File: config.mk
export PLATFORM = sky130hd
export DESIGN_NAME = pico_axi_write_read_arbiter
export DESIGN_NICKNAME = d
export VERILOG_FILES = /design/src/rtl/pico_axi_arb_pkg.sv /design/src/rtl/pico_rr_arbiter.sv /design/src/rtl/pico_axi_write_read_arbiter.sv
export SDC_FILE = /design/constraint.sdc
export NUM_CORES = 1
export LEC_CHECK = 0
export ABC_CLOCK_PERIOD_IN_PS = 8600
export CAP_MARGIN = 25
export CORE_AREA = 2 2 496 498
export DETAILED_ROUTE_END_ITERATION = 6
export DIE_AREA = 0 0 498 500
export HOLD_SLACK_MARGIN = 0.05
export SYNTH_ARGS = -nofsm -noshare
export SYNTH_HDL_FRONTEND = slang
export SYNTH_SLANG_ARGS = --single-unit
export TNS_END_PERCENT = 1
File: constraint.sdc
create_clock -name aclk -period 8.6 [get_ports aclk]
set_clock_uncertainty 0.1 [all_clocks]
set_input_delay 0.86 -clock aclk [delete_from_list [all_inputs] [get_ports aclk]]
set_output_delay 0.86 -clock aclk [all_outputs]
set_load 0.01 [all_outputs]
File: src/rtl/pico_axi_arb_pkg.sv
// Shared types for the AXI write/read arbiter: FSM state encoding and WQ sizing helpers.
package pico_axi_arb_pkg;

  typedef enum logic {
    ST_IDLE  = 1'b0,
    ST_GRANT = 1'b1
  } arb_state_t;

  // Occupancy counter needs one extra bit to represent "full".
  function automatic int wq_cnt_w(input int log_depth);
    return log_depth + 1;
  endfunction

endpackage

File: src/rtl/pico_rr_arbiter.sv
// Combinational round-robin pick: first requester at or after i_ptr, as one-hot and index.
module pico_rr_arbiter #(
  parameter int N     = 4,
  parameter int LOG_N = 2
) (
  input  logic [N-1:0]     i_req,
  input  logic [LOG_N-1:0] i_ptr,
  output logic [N-1:0]     o_grant,
  output logic [LOG_N-1:0] o_idx,
  output logic             o_any
);

  logic [LOG_N-1:0] w_k;
  logic             w_found;

  // N is a power of two, so the index sum wraps naturally.
  always_comb begin
    o_grant = '0;
    o_idx   = i_ptr;
    w_found = 1'b0;
    w_k     = i_ptr;
    for (int i = 0; i < N; i++) begin
      w_k = i_ptr + LOG_N'(i);
      if (!w_found && i_req[w_k]) begin
        w_found = 1'b1;
        o_idx   = w_k;
      end
    end
    o_grant[o_idx] = w_found;
    o_any          = w_found;
  end

endmodule

File: src/rtl/pico_axi_write_read_arbiter.sv
// Round-robin AW/AR arbiter onto one AXI4 master port; W follows AW grant order via a small FIFO.
// Optional PICO_ARB_ID_TAG_EN: upper ID bits of m_axi_awid/arid carry the grant index.
module pico_axi_write_read_arbiter
  import pico_axi_arb_pkg::*;
#(
  parameter int NUM_MASTERS      = 4,
  parameter int LOG_NUM_MASTERS  = 2,
  parameter int C_AXI_ID_WIDTH   = 8,
  parameter int C_AXI_ADDR_WIDTH = 32,
  parameter int C_AXI_DATA_WIDTH = 128,
  parameter int WQ_DEPTH         = 4,
  parameter int LOG_WQ_DEPTH     = 2
) (
  input  logic                                       aclk,
  input  logic                                       aresetn,
  input  logic [NUM_MASTERS-1:0]                     s_axi_awvalid,
  output logic [NUM_MASTERS-1:0]                     s_axi_awready,
  input  logic [NUM_MASTERS*C_AXI_ID_WIDTH-1:0]      s_axi_awid,
  input  logic [NUM_MASTERS*C_AXI_ADDR_WIDTH-1:0]    s_axi_awaddr,
  input  logic [NUM_MASTERS*8-1:0]                   s_axi_awlen,
  input  logic [NUM_MASTERS*3-1:0]                   s_axi_awsize,
  input  logic [NUM_MASTERS*2-1:0]                   s_axi_awburst,
  input  logic [NUM_MASTERS*C_AXI_DATA_WIDTH-1:0]    s_axi_wdata,
  input  logic [NUM_MASTERS*C_AXI_DATA_WIDTH/8-1:0]  s_axi_wstrb,
  input  logic [NUM_MASTERS-1:0]                     s_axi_wlast,
  input  logic [NUM_MASTERS-1:0]                     s_axi_wvalid,
  output logic [NUM_MASTERS-1:0]                     s_axi_wready,
  input  logic [NUM_MASTERS-1:0]                     s_axi_arvalid,
  output logic [NUM_MASTERS-1:0]                     s_axi_arready,
  input  logic [NUM_MASTERS*C_AXI_ID_WIDTH-1:0]      s_axi_arid,
  input  logic [NUM_MASTERS*C_AXI_ADDR_WIDTH-1:0]    s_axi_araddr,
  input  logic [NUM_MASTERS*8-1:0]                   s_axi_arlen,
  input  logic [NUM_MASTERS*3-1:0]                   s_axi_arsize,
  input  logic [NUM_MASTERS*2-1:0]                   s_axi_arburst,
  output logic                                       m_axi_awvalid,
  input  logic                                       m_axi_awready,
  output logic [C_AXI_ID_WIDTH-1:0]                  m_axi_awid,
  output logic [C_AXI_ADDR_WIDTH-1:0]                m_axi_awaddr,
  output logic [7:0]                                 m_axi_awlen,
  output logic [2:0]                                 m_axi_awsize,
  output logic [1:0]                                 m_axi_awburst,
  output logic [C_AXI_DATA_WIDTH-1:0]                m_axi_wdata,
  output logic [C_AXI_DATA_WIDTH/8-1:0]              m_axi_wstrb,
  output logic                                       m_axi_wlast,
  output logic                                       m_axi_wvalid,
  input  logic                                       m_axi_wready,
  output logic                                       m_axi_arvalid,
  input  logic                                       m_axi_arready,
  output logic [C_AXI_ID_WIDTH-1:0]                  m_axi_arid,
  output logic [C_AXI_ADDR_WIDTH-1:0]                m_axi_araddr,
  output logic [7:0]                                 m_axi_arlen,
  output logic [2:0]                                 m_axi_arsize,
  output logic [1:0]                                 m_axi_arburst
);

  localparam int N     = NUM_MASTERS;
  localparam int LN    = LOG_NUM_MASTERS;
  localparam int IW    = C_AXI_ID_WIDTH;
  localparam int AW    = C_AXI_ADDR_WIDTH;
  localparam int DW    = C_AXI_DATA_WIDTH;
  localparam int SW    = C_AXI_DATA_WIDTH / 8;
  localparam int CNT_W = wq_cnt_w(LOG_WQ_DEPTH);

  logic [IW-1:0] w_awid_a   [N];
  logic [AW-1:0] w_awaddr_a [N];
  logic [7:0]    w_awlen_a  [N];
  logic [2:0]    w_awsize_a [N];
  logic [1:0]    w_awburst_a[N];
  logic [DW-1:0] w_wdata_a  [N];
  logic [SW-1:0] w_wstrb_a  [N];
  logic [IW-1:0] w_arid_a   [N];
  logic [AW-1:0] w_araddr_a [N];
  logic [7:0]    w_arlen_a  [N];
  logic [2:0]    w_arsize_a [N];
  logic [1:0]    w_arburst_a[N];

  for (genvar gi = 0; gi < N; gi++) begin : g_unflat
    assign w_awid_a[gi]    = s_axi_awid[gi*IW +: IW];
    assign w_awaddr_a[gi]  = s_axi_awaddr[gi*AW +: AW];
    assign w_awlen_a[gi]   = s_axi_awlen[gi*8 +: 8];
    assign w_awsize_a[gi]  = s_axi_awsize[gi*3 +: 3];
    assign w_awburst_a[gi] = s_axi_awburst[gi*2 +: 2];
    assign w_wdata_a[gi]   = s_axi_wdata[gi*DW +: DW];
    assign w_wstrb_a[gi]   = s_axi_wstrb[gi*SW +: SW];
    assign w_arid_a[gi]    = s_axi_arid[gi*IW +: IW];
    assign w_araddr_a[gi]  = s_axi_araddr[gi*AW +: AW];
    assign w_arlen_a[gi]   = s_axi_arlen[gi*8 +: 8];
    assign w_arsize_a[gi]  = s_axi_arsize[gi*3 +: 3];
    assign w_arburst_a[gi] = s_axi_arburst[gi*2 +: 2];
  end

  arb_state_t    r_aw_state, r_ar_state;
  logic [LN-1:0] r_aw_g, r_aw_ptr, r_ar_g, r_ar_ptr;
  logic [N-1:0]  r_aw_oh, r_ar_oh;
  logic [N-1:0]  w_aw_oh, w_ar_oh;
  logic [LN-1:0] w_aw_idx, w_ar_idx;
  logic          w_aw_any, w_ar_any, w_aw_hs, w_ar_hs;
  logic          w_wq_full, w_wq_empty, w_wq_pop;

  pico_rr_arbiter #(.N(N), .LOG_N(LN)) u_aw_rr (
    .i_req(s_axi_awvalid), .i_ptr(r_aw_ptr),
    .o_grant(w_aw_oh), .o_idx(w_aw_idx), .o_any(w_aw_any)
  );

  pico_rr_arbiter #(.N(N), .LOG_N(LN)) u_ar_rr (
    .i_req(s_axi_arvalid), .i_ptr(r_ar_ptr),
    .o_grant(w_ar_oh), .o_idx(w_ar_idx), .o_any(w_ar_any)
  );

  // AW grant is held until handshake; new grants wait while the W queue is full.
  always_ff @(posedge aclk) begin
    if (!aresetn) begin
      r_aw_state <= ST_IDLE;
      r_aw_ptr   <= '0;
      r_aw_g     <= '0;
      r_aw_oh    <= '0;
    end else begin
      case (r_aw_state)
        ST_IDLE: if (w_aw_any && !w_wq_full) begin
          r_aw_g     <= w_aw_idx;
          r_aw_oh    <= w_aw_oh;
          r_aw_state <= ST_GRANT;
        end
        ST_GRANT: if (w_aw_hs) begin
          r_aw_ptr   <= r_aw_g + 1'b1;
          r_aw_oh    <= '0;
          r_aw_state <= ST_IDLE;
        end
      endcase
    end
  end

  always_ff @(posedge aclk) begin
    if (!aresetn) begin
      r_ar_state <= ST_IDLE;
      r_ar_ptr   <= '0;
      r_ar_g     <= '0;
      r_ar_oh    <= '0;
    end else begin
      case (r_ar_state)
        ST_IDLE: if (w_ar_any) begin
          r_ar_g     <= w_ar_idx;
          r_ar_oh    <= w_ar_oh;
          r_ar_state <= ST_GRANT;
        end
        ST_GRANT: if (w_ar_hs) begin
          r_ar_ptr   <= r_ar_g + 1'b1;
          r_ar_oh    <= '0;
          r_ar_state <= ST_IDLE;
        end
      endcase
    end
  end

  assign m_axi_awvalid = (r_aw_state == ST_GRANT) && s_axi_awvalid[r_aw_g];
  assign s_axi_awready = (r_aw_state == ST_GRANT && m_axi_awready) ? r_aw_oh : '0;
  assign w_aw_hs       = m_axi_awvalid && m_axi_awready;
  assign m_axi_awaddr  = w_awaddr_a[r_aw_g];
  assign m_axi_awlen   = w_awlen_a[r_aw_g];
  assign m_axi_awsize  = w_awsize_a[r_aw_g];
  assign m_axi_awburst = w_awburst_a[r_aw_g];

  assign m_axi_arvalid = (r_ar_state == ST_GRANT) && s_axi_arvalid[r_ar_g];
  assign s_axi_arready = (r_ar_state == ST_GRANT && m_axi_arready) ? r_ar_oh : '0;
  assign w_ar_hs       = m_axi_arvalid && m_axi_arready;
  assign m_axi_araddr  = w_araddr_a[r_ar_g];
  assign m_axi_arlen   = w_arlen_a[r_ar_g];
  assign m_axi_arsize  = w_arsize_a[r_ar_g];
  assign m_axi_arburst = w_arburst_a[r_ar_g];

`ifdef PICO_ARB_ID_TAG_EN
  assign m_axi_awid = {r_aw_g, w_awid_a[r_aw_g][IW-LN-1:0]};
  assign m_axi_arid = {r_ar_g, w_arid_a[r_ar_g][IW-LN-1:0]};
`else
  assign m_axi_awid = w_awid_a[r_aw_g];
  assign m_axi_arid = w_arid_a[r_ar_g];
`endif

  // W queue: one grant index per AW accepted whose burst has not yet seen wlast.
  logic [LN-1:0]           r_wq_mem [WQ_DEPTH];
  logic [LOG_WQ_DEPTH-1:0] r_wq_wptr, r_wq_rptr;
  logic [CNT_W-1:0]        r_wq_cnt;
  logic [LN-1:0]           w_wq_head;

  assign w_wq_full  = (r_wq_cnt == CNT_W'(WQ_DEPTH));
  assign w_wq_empty = (r_wq_cnt == '0);
  assign w_wq_head  = r_wq_mem[r_wq_rptr];
  assign w_wq_pop   = m_axi_wvalid && m_axi_wready && m_axi_wlast;

  always_ff @(posedge aclk) begin
    if (!aresetn) begin
      r_wq_wptr <= '0;
      r_wq_rptr <= '0;
      r_wq_cnt  <= '0;
    end else begin
      if (w_aw_hs)  r_wq_wptr <= r_wq_wptr + 1'b1;
      if (w_wq_pop) r_wq_rptr <= r_wq_rptr + 1'b1;
      case ({w_aw_hs, w_wq_pop})
        2'b10:   r_wq_cnt <= r_wq_cnt + 1'b1;
        2'b01:   r_wq_cnt <= r_wq_cnt - 1'b1;
        default: r_wq_cnt <= r_wq_cnt;
      endcase
    end
  end

  always_ff @(posedge aclk) begin
    if (w_aw_hs) r_wq_mem[r_wq_wptr] <= r_aw_g;
  end

  assign m_axi_wvalid = !w_wq_empty && s_axi_wvalid[w_wq_head];
  assign m_axi_wdata  = w_wdata_a[w_wq_head];
  assign m_axi_wstrb  = w_wstrb_a[w_wq_head];
  assign m_axi_wlast  = s_axi_wlast[w_wq_head];

  always_comb begin
    s_axi_wready = '0;
    if (!w_wq_empty) s_axi_wready[w_wq_head] = m_axi_wready;
  end

endmodule
* Word level (Yosys, flattened, before mapping)
Memory sizes are Yosys's and may differ from the RTL's. A register that Yosys moved wholly into a read port is not among the register bits.
Cells that the tools add are included.
** Word-level totals
- Bits in latches :: 0
- Logic and storage cells :: 193
- Memories :: 1
- ROM bits :: 0
- Output and inout port bits :: 266
- RAM bits :: 8
- Register bits :: 25
- Input bits :: 1021
** Memories
- r_wq_mem :: depth 4, width 2, read ports 1, clocked after Yosys merged registers in 1, wr ports 1, RTL line pico_axi_write_read_arbiter.sv:180 : logic [LN-1:0] r_wq_mem [WQ_DEPTH];
** Operators by class
- Divide/modulo/power cells :: 0
- Add/subtract/negate cells :: 12
- $mul :: 0
- Muxes and demuxes :: 100
- Shift operators :: 0
- Reduce and logical (&&, ||, !) cells :: 35
- Bitwise gates (word level) :: 8
- Order comparisons :: 19
- Equal/unequal tests :: 7
** Operators with widths (count)
- 128-bit binary-select mux with 2-bit select :: 1
- 128-bit 2-to-1 mux :: 2
- 32-bit binary-select mux with 2-bit select :: 2
- 32-bit 2-to-1 mux :: 4
- 8-bit binary-select mux with 2-bit select :: 4
- 8-bit 2-to-1 mux :: 8
- 2-bit by 3-bit < comparator with 1-bit output, second input constant :: 13
- 16-bit binary-select mux with 2-bit select :: 1
- 16-bit 2-to-1 mux :: 2
- 1-bit 2-to-1 mux :: 29
- 4-bit 2-to-1 mux :: 7
- 1-bit binary-select mux with 2-bit select :: 12
- 2-bit 2-to-1 mux :: 12
- 1-bit logical AND :: 19
- 4-bit one-hot mux with 2 select lines :: 2
- 2-bit by 1-bit adder with 2-bit output, second input constant :: 6
- 4-bit bitwise AND :: 3
- 3-bit binary-select mux with 2-bit select :: 2
- 3-bit 2-to-1 mux :: 4
- 2-bit AND reduction :: 6
- 3-bit >= comparator, second input constant :: 3
- 2-bit inverter with 3-bit output :: 3
- 2-bit adder, second input constant :: 4
- 2-bit binary-select mux with 2-bit select :: 2
- other kinds (15) :: 30

* Longest topological paths before layout
Gate-level depths: netlist of the first run.
- Depth after elaboration :: 19
- Gate-level depth with buffers :: 11
- Mapped depth without buffers :: 9

* Cells and area by module
Synthesis of the first run repeated with hierarchy kept, for this count alone.
** Unflattened totals
- Cells, all modules :: 538
- Area, all modules :: 8267.9 µm²
** Modules (own cells, without submodules)
- pico_axi_write_read_arbiter :: instances 1, area an instance 7835.0 µm², seq. area each 780.7 µm², cells an instance 471
- pico_rr_arbiter (u_ar_rr) :: instances 1, area an instance 249.0 µm², seq. area each 0.0 µm², cells an instance 37
- pico_rr_arbiter (u_aw_rr) :: instances 1, area an instance 183.9 µm², seq. area each 0.0 µm², cells an instance 30

* Least setup slack after synthesis of the first run
OpenSTA, ideal clock, no wires.
- Path type :: register -> register
- From :: register with a tool-made name
- To :: register r_wq_cnt[2]
- Clock period less this slack :: 2.918 ns
- Path slack :: 5.682 ns
- Data arrival time :: 2.742 ns
- Buffers on the path :: 1
- Library setup time :: 0.076 ns
- Cell stages (with the launch flop) :: 11
- Data required time :: 8.424 ns
- Cells stage by stage :: dfxtp_1 > mux4_1 > buf_4 > mux2_4 > nand3_1 > o32ai_1 > ha_1 > fa_1 > xnor2_1 > or3_1 > a21boi_0
** RTL lines
- end signal, assigned :: RTL line pico_axi_write_read_arbiter.sv:199 : 2'b10: r_wq_cnt <= r_wq_cnt + 1'b1;
- end signal, assigned :: RTL line pico_axi_write_read_arbiter.sv:200 : 2'b01: r_wq_cnt <= r_wq_cnt - 1'b1;
- end signal, assigned :: RTL line pico_axi_write_read_arbiter.sv:201 : default: r_wq_cnt <= r_wq_cnt;
- end, declared :: RTL line pico_axi_write_read_arbiter.sv:182 : logic [CNT_W-1:0] r_wq_cnt;

==> impl_metrics.tcl, run 1 <==
set metrics [dict create \
    die_y_um 500 \
    nFillCells 28000 \
    synth_cell_type_count 48 \
    r2r_cells 9 \
    muxShareOfSynthArea 0.745 \
    dieArea_mm2 0.249 \
    synthAdderAreaFrac 0.0106 \
    die_x_um 498 \
    synth-xor-area-share 0.00560 \
    root_buffer "clkbuf_16" \
    dr.pass1.iters 5 \
    post_cts_buffers 0 \
    gp_congestion 1.30 \
    tns_ns 0 \
    path_clk_slew_ns 0.06 \
    wl_per_cell_um 45.0 \
    syn_inst 505 \
    stdcell_area_mm2 0.0249 \
    hold_path_class "register to register" \
    grt_max_degree 70 \
    cellLeakagePower_uw 0.00737 \
    drt_iter0_drc 1450 \
    status "finished clean" \
    io_pins 1287 \
    critPathMaxStageDelay_ns 0.80 \
    yosys.area_share.simple 0.0564 \
    power.density_mw_per_mm2 77.5 \
    relSlewSlack 0.249 \
    layout_common_cells "1286 x clkdlybuf4s50_1, 252 x mux4_2, 23 x dfxtp_1" \
    endpoint "m_axi_wdata[32]" \
    reg2reg_slack_ns 4.49 \
    grt_antenna_before_repair 302 \
    via_per_inst 2.78 \
    setup.worst_path.start_class "register" \
    synth_ff_type "dfxtp_1" \
    p_clk_frac 0.092 \
    synth_compound_area_frac 0.0437 \
    netlist_area_mm2 0.00781 \
    area_growth_pct 219 \
    synth_seq_cells 35 \
    numPortBuffers 1286 \
    syn_area_per_cell_um2 15.5 \
    post_route_cells_drive_above_1_share 0.161 \
    cts_max_path_buffers 2 \
    p_total_uw 1930 \
    ys_seq_area_frac 0.0999 \
    hold_buffers 0 \
    vias 14000 \
    cp.depth 5 \
    cp_slowest_cell "buf_4" \
    synth_top_family_by_area "multiplexers" \
    async_flop_share 0 \
    cts_resized 0 \
    holdPathStages 2 \
    synth_edf_count 8 \
    swShare 0.432 \
    dp_hpwl_um 217000 \
    path_delay_family "buffers and inverters" \
    rr_endpoint "r_wq_cnt[2]" \
    placed_area_mm2 0.0246 \
    p_sw_uw 835 \
    p_int_uw 1100 \
    p_comb_frac 0.804 \
    grt_pass1_wl_um 255000 \
    rsz0062_at_grt "false" \
    fmax_mhz 197 \
    place_inst 4960 \
    drtAntennaViolNets 0 \
    final_cells 5043 \
    core-area_mm2 0.244 \
    cp_max_fo 47 \
    drc 0 \
    grt_usage 0.174 \
    grt-ovfl-total 0 \
    wl_um 227000 \
    insertion_delay_ns 0.28 \
    cap_violations 0 \
    numCtsBuffers 5 \
    period_share 0.590 \
    grt_pass1_vias 13300 \
    num_rows 182 \
    syn_nets 1532 \
    worstPathRequired_ns 7.64 \
    crit_path_end_kind "output port" \
    path_cells "mux4_4, buf_4, buf_4, mux4_2, clkdlybuf4s50_1" \
    pwr-share-seq 0.104 \
    drv_slew 0 \
    ys_warn_count 0 \
    layout.cells.most_common "clkdlybuf4s50_1" \
    crit_buf_inv 3 \
    cts_htree_levels 2 \
    vdd_drop_max_mv 0.0542 \
    cpMostUsedCell "buf_4" \
    finalHoldViolCount 0 \
    critPathKind "register to output port" \
    clock-sinks 35 \
    initial_utilization 0.0320 \
    crit_arrival_ns 4.12 \
    layout.nets 2774 \
    tightest_slew_ns 1.12 \
    finalSetupViolCount 0 \
    min_period_ns 5.08 \
    tritoncts "done" \
]
-- cells in the mapped netlist, drive strengths merged, types with 3 or more instances --
cell,instances,area share
and2,14,0.011
a21oi,7,0.0045
mux4,254,0.73
o21a,4,0.0038
edfxtp,8,0.031
nand3,6,0.0038
o21ai,6,0.0038
mux2i,7,0.0090
buf,45,0.027
nor2,11,0.0053
xnor2,5,0.0056
nand2,15,0.0072
a21boi,10,0.0096
inv,8,0.0038
nor2b,9,0.0072
clkbuf,17,0.0082
and3,12,0.0096
o31ai,3,0.0029
ha,5,0.0080
dfxtp,27,0.069
-- metal layers --
layer | global-route usage | vias to the layer above | routed length [µm]
met5 | 0.00232 | - | 1360
met4 | 0.0834 | 194 | 14700
met3 | 0.0926 | 606 | 27100
met2 | 0.302 | 1549 | 109000
met1 | 0.168 | 6743 | 74600
li1 | - | 4911 | -
-- worst min path at each step --
stage            endpoint  startpoint
2_1_floorplan  r_ar_oh[0]  r_ar_oh[0]
3_3_place_gp   r_ar_oh[0]  r_ar_oh[0]
3_5_place_dp   r_aw_oh[0]  r_aw_oh[0]
4_1_cts        r_aw_oh[0]  r_aw_oh[0]
5_1_grt        r_aw_oh[0]  r_aw_oh[0]
6_report       r_aw_oh[0]  r_aw_oh[0]
-- cell families (layout without fill, tap and decap cells) --
kind of cell    Yosys count  after routing
xor+xnor                  5              5
simple gates             79             79
fa+ha+maj                 6              6
compound gates           47             47
flops                    35             35
buf+inv                  70           1313
other cells               0             75
mux                     263            263
-- worst register-to-register path, stage by stage, from the launching register on --
cell and delay, ns:
dfxtp_1 0.36, mux4_4 0.64, buf_4 0.77, mux2i_1 0.31, o32ai_1 0.79, ha_1 0.35
fa_1 0.20, xnor2_1 0.08, or3_1 0.30, a21boi_0 0.16
-- sequential cells by signal, summed over array words and instances (netlist names), named ones only --
name,count
r_aw_ptr,2
r_ar_ptr,2
r_wq_mem,8
r_wq_cnt,3
r_ar_g,2
r_wq_rptr,2
r_aw_g,2
r_aw_oh,4
r_ar_oh,4
r_wq_wptr,2
r_ar_state,1
r_aw_state,1
-- cell type report --
cell class	count	area, µm²	area share
multi-input combinational	400	6730	0.270
sequential	35	796	0.0319
inverter	8	30.0	0.00120
antenna	75	188	0.00753
tap	3220	4030	0.162
clock inverter	3	15.0	0.000602
clock buffer	5	125	0.00502
timing repair buffer	1297	13000	0.522
-- power groups by stage --
| stage | Combinational (µW) | Clock [µW] | Sequential (µW) |
|---|---|---|---|
| floorplan | 372 | 0 | 184 |
| global placement | 1580 | 0 | 205 |
| detailed placement | 1590 | 0 | 206 |
| CTS | 1600 | 183 | 202 |
| global route | 1590 | 190 | 205 |
| finish | 1550 | 177 | 202 |
-- metrics by stage --
step | hold WS, ns | setup WS, ns | util
after floorplan | 0.339 | 5.68 | -
after global placement | 0.364 | 3.83 | 0.100
after detailed placement | 0.388 | 3.75 | 0.101
after CTS | 0.395 | 3.43 | 0.101
after global routing | 0.420 | 3.24 | 0.102
final | 0.395 | 3.52 | 0.102
Power figures use the tool's default switching activity.
==> run 2: changes to the inputs <==
- ABC_CLOCK_PERIOD_IN_PS: 8600 -> 5170
- CORE_AREA: 2 2 496 498 -> 2 2 507 509
- DIE_AREA: 0 0 498 500 -> 0 0 509 511
- clock period: 8.6 -> 5.17 ns (I/O delays scaled with it)
==> impl_metrics.tcl, run 2 (synthesis results as in run 1) <==
set metrics [dict create \
    dr.pass1.iters 5 \
    cap_violations 0 \
    die_x_um 509 \
    gp_congestion 1.07 \
    io_pins 1287 \
    core-area_mm2 0.255 \
    hold_buffers 0 \
    cp_slowest_cell "mux4_4" \
    largest_reg_flops 8 \
    num_rows 186 \
    root_buffer "clkbuf_16" \
    finalHoldViolCount 0 \
    largestRegisters "r_wq_mem x8, r_ar_oh x4, r_aw_oh x4" \
    cp.depth 5 \
    cpMostUsedCell "buf_4" \
    critPathMaxStageDelay_ns 0.87 \
    wl_per_cell_um 41.5 \
    cts_resized 0 \
    area_growth_pct 223 \
    crit_arrival_ns 3.66 \
    crit_path_end_kind "output port" \
    p_total_uw 3140 \
    numCtsBuffers 5 \
    initial_utilization 0.0306 \
    largest_register "r_wq_mem" \
    crit_buf_inv 3 \
    rsz0062_at_grt "false" \
    cp_max_fo 29 \
    relSlewSlack 0.382 \
    dp_hpwl_um 208000 \
    path_clk_slew_ns 0.06 \
    tightest_slew_ns 0.927 \
    insertion_delay_ns 0.30 \
    dieArea_mm2 0.260 \
    vdd_drop_max_mv 0.0942 \
    setup.worst_path.start_class "register" \
    r2r_cells 8 \
    grt-ovfl-total 0 \
    wl_um 218000 \
    numPortBuffers 1286 \
    path_delay_family "buffers and inverters" \
    status "finished clean" \
    cts_max_path_buffers 2 \
    grt_max_degree 91 \
    drc 0 \
    tns_ns 0 \
    grt_pass1_wl_um 245000 \
    post_route_cells_drive_above_1_share 0.171 \
    tritoncts "done" \
    clock-sinks 35 \
    die_y_um 511 \
    path_cells "mux4_4, buf_4, buf_4, mux4_2, clkdlybuf4s50_1" \
    grt_usage 0.160 \
    layout.nets 2778 \
    cts_htree_levels 2 \
    period_share 0.827 \
    hold_path_class "register to register" \
    critPathKind "register to output port" \
    layout.cells.most_common "clkdlybuf4s50_1" \
    via_per_inst 2.62 \
    vias 13800 \
    worstPathRequired_ns 4.55 \
    grt_antenna_before_repair 297 \
    power.density_mw_per_mm2 125 \
    drtAntennaViolNets 0 \
    drt_iter0_drc 950 \
    cellLeakagePower_uw 0.00740 \
    drv_slew 0 \
    grt_pass1_vias 13400 \
    finalSetupViolCount 0 \
    post_cts_buffers 0 \
    fmax_mhz 234 \
    min_period_ns 4.28 \
    layout_common_cells "1271 x clkdlybuf4s50_1, 252 x mux4_2, 26 x buf_4" \
    holdPathStages 2 \
]
run 2: cell count changes in the layout (fill, tap and decap cells not counted), moves of 2 or more:
cell,before,now
buf_12,0,3
clkinv_1,2,0
clkbuf_1,0,2
buf_16,3,1
clkdlybuf4s50_1,1286,1271
buf_4,8,26
diode_2,75,111
run 2: final timing paths:
kind | startpoint | endpoint | slack [ns]
worst max-delay path | register | m_axi_wdata[108] | 0.89
worst min-delay path | r_ar_oh[0] | r_ar_oh[0] | 0.37
worst max register to register | r_aw_g[0] | r_wq_cnt[2] | 1.16
worst min register to register | r_ar_oh[0] | r_ar_oh[0] | 0.37
run 2: layer usage:
metal  wire length (µm)  global-route usage  share of wire  up-vias
met5                771                   0         0.0035        -
met4              11600              0.0640          0.053      116
met3              19100              0.0570          0.088      586
met2             116000               0.307           0.53     1441
met1              70400               0.153           0.32     6655
li1                   -                   -              -     4970
run 2: final cells by class:
| class | instances | area, µm² |
|---|---|---|
| multi-input combinational | 400 | 6730 |
| antenna | 111 | 278 |
| timing repair buffer | 1301 | 13000 |
| clock inverter | 1 | 5.00 |
| tap | 3384 | 4230 |
| fill | 29200 | 230000 |
| inverter | 8 | 30.0 |
| sequential | 35 | 796 |
| clock buffer | 7 | 133 |
run 2: through the flow:
step | worst slack, ns | cells | hold slack (ns) | utilization | instance area, µm²
2_1_floorplan | 2.25 | 505 | 0.339 | - | 7810
4_1_cts | 0.794 | 5136 | 0.371 | 0.0977 | 24900
5_1_grt | 0.674 | 5194 | 0.398 | 0.0982 | 25100
3_3_place_gp | 1.02 | 5127 | 0.359 | 0.0970 | 24800
3_5_place_dp | 0.877 | 5128 | 0.362 | 0.0971 | 24800
6_report | 0.893 | 5247 | 0.371 | 0.0987 | 25200
run 2: where the power goes:
group          internal, µW  total (µW)  switching [µW]
clock network           179         316             137
logic                  1350        2490            1140
registers               292         334            41.8
total                  1820        3140            1320
run 2: tightest hold or removal path: cells and delay by family, from the launching register on:
kind / cells / cell delay [ns]
compound gates: 1 / 0.07
simple gates: 1 / 0.05
flops: 1 / 0.30
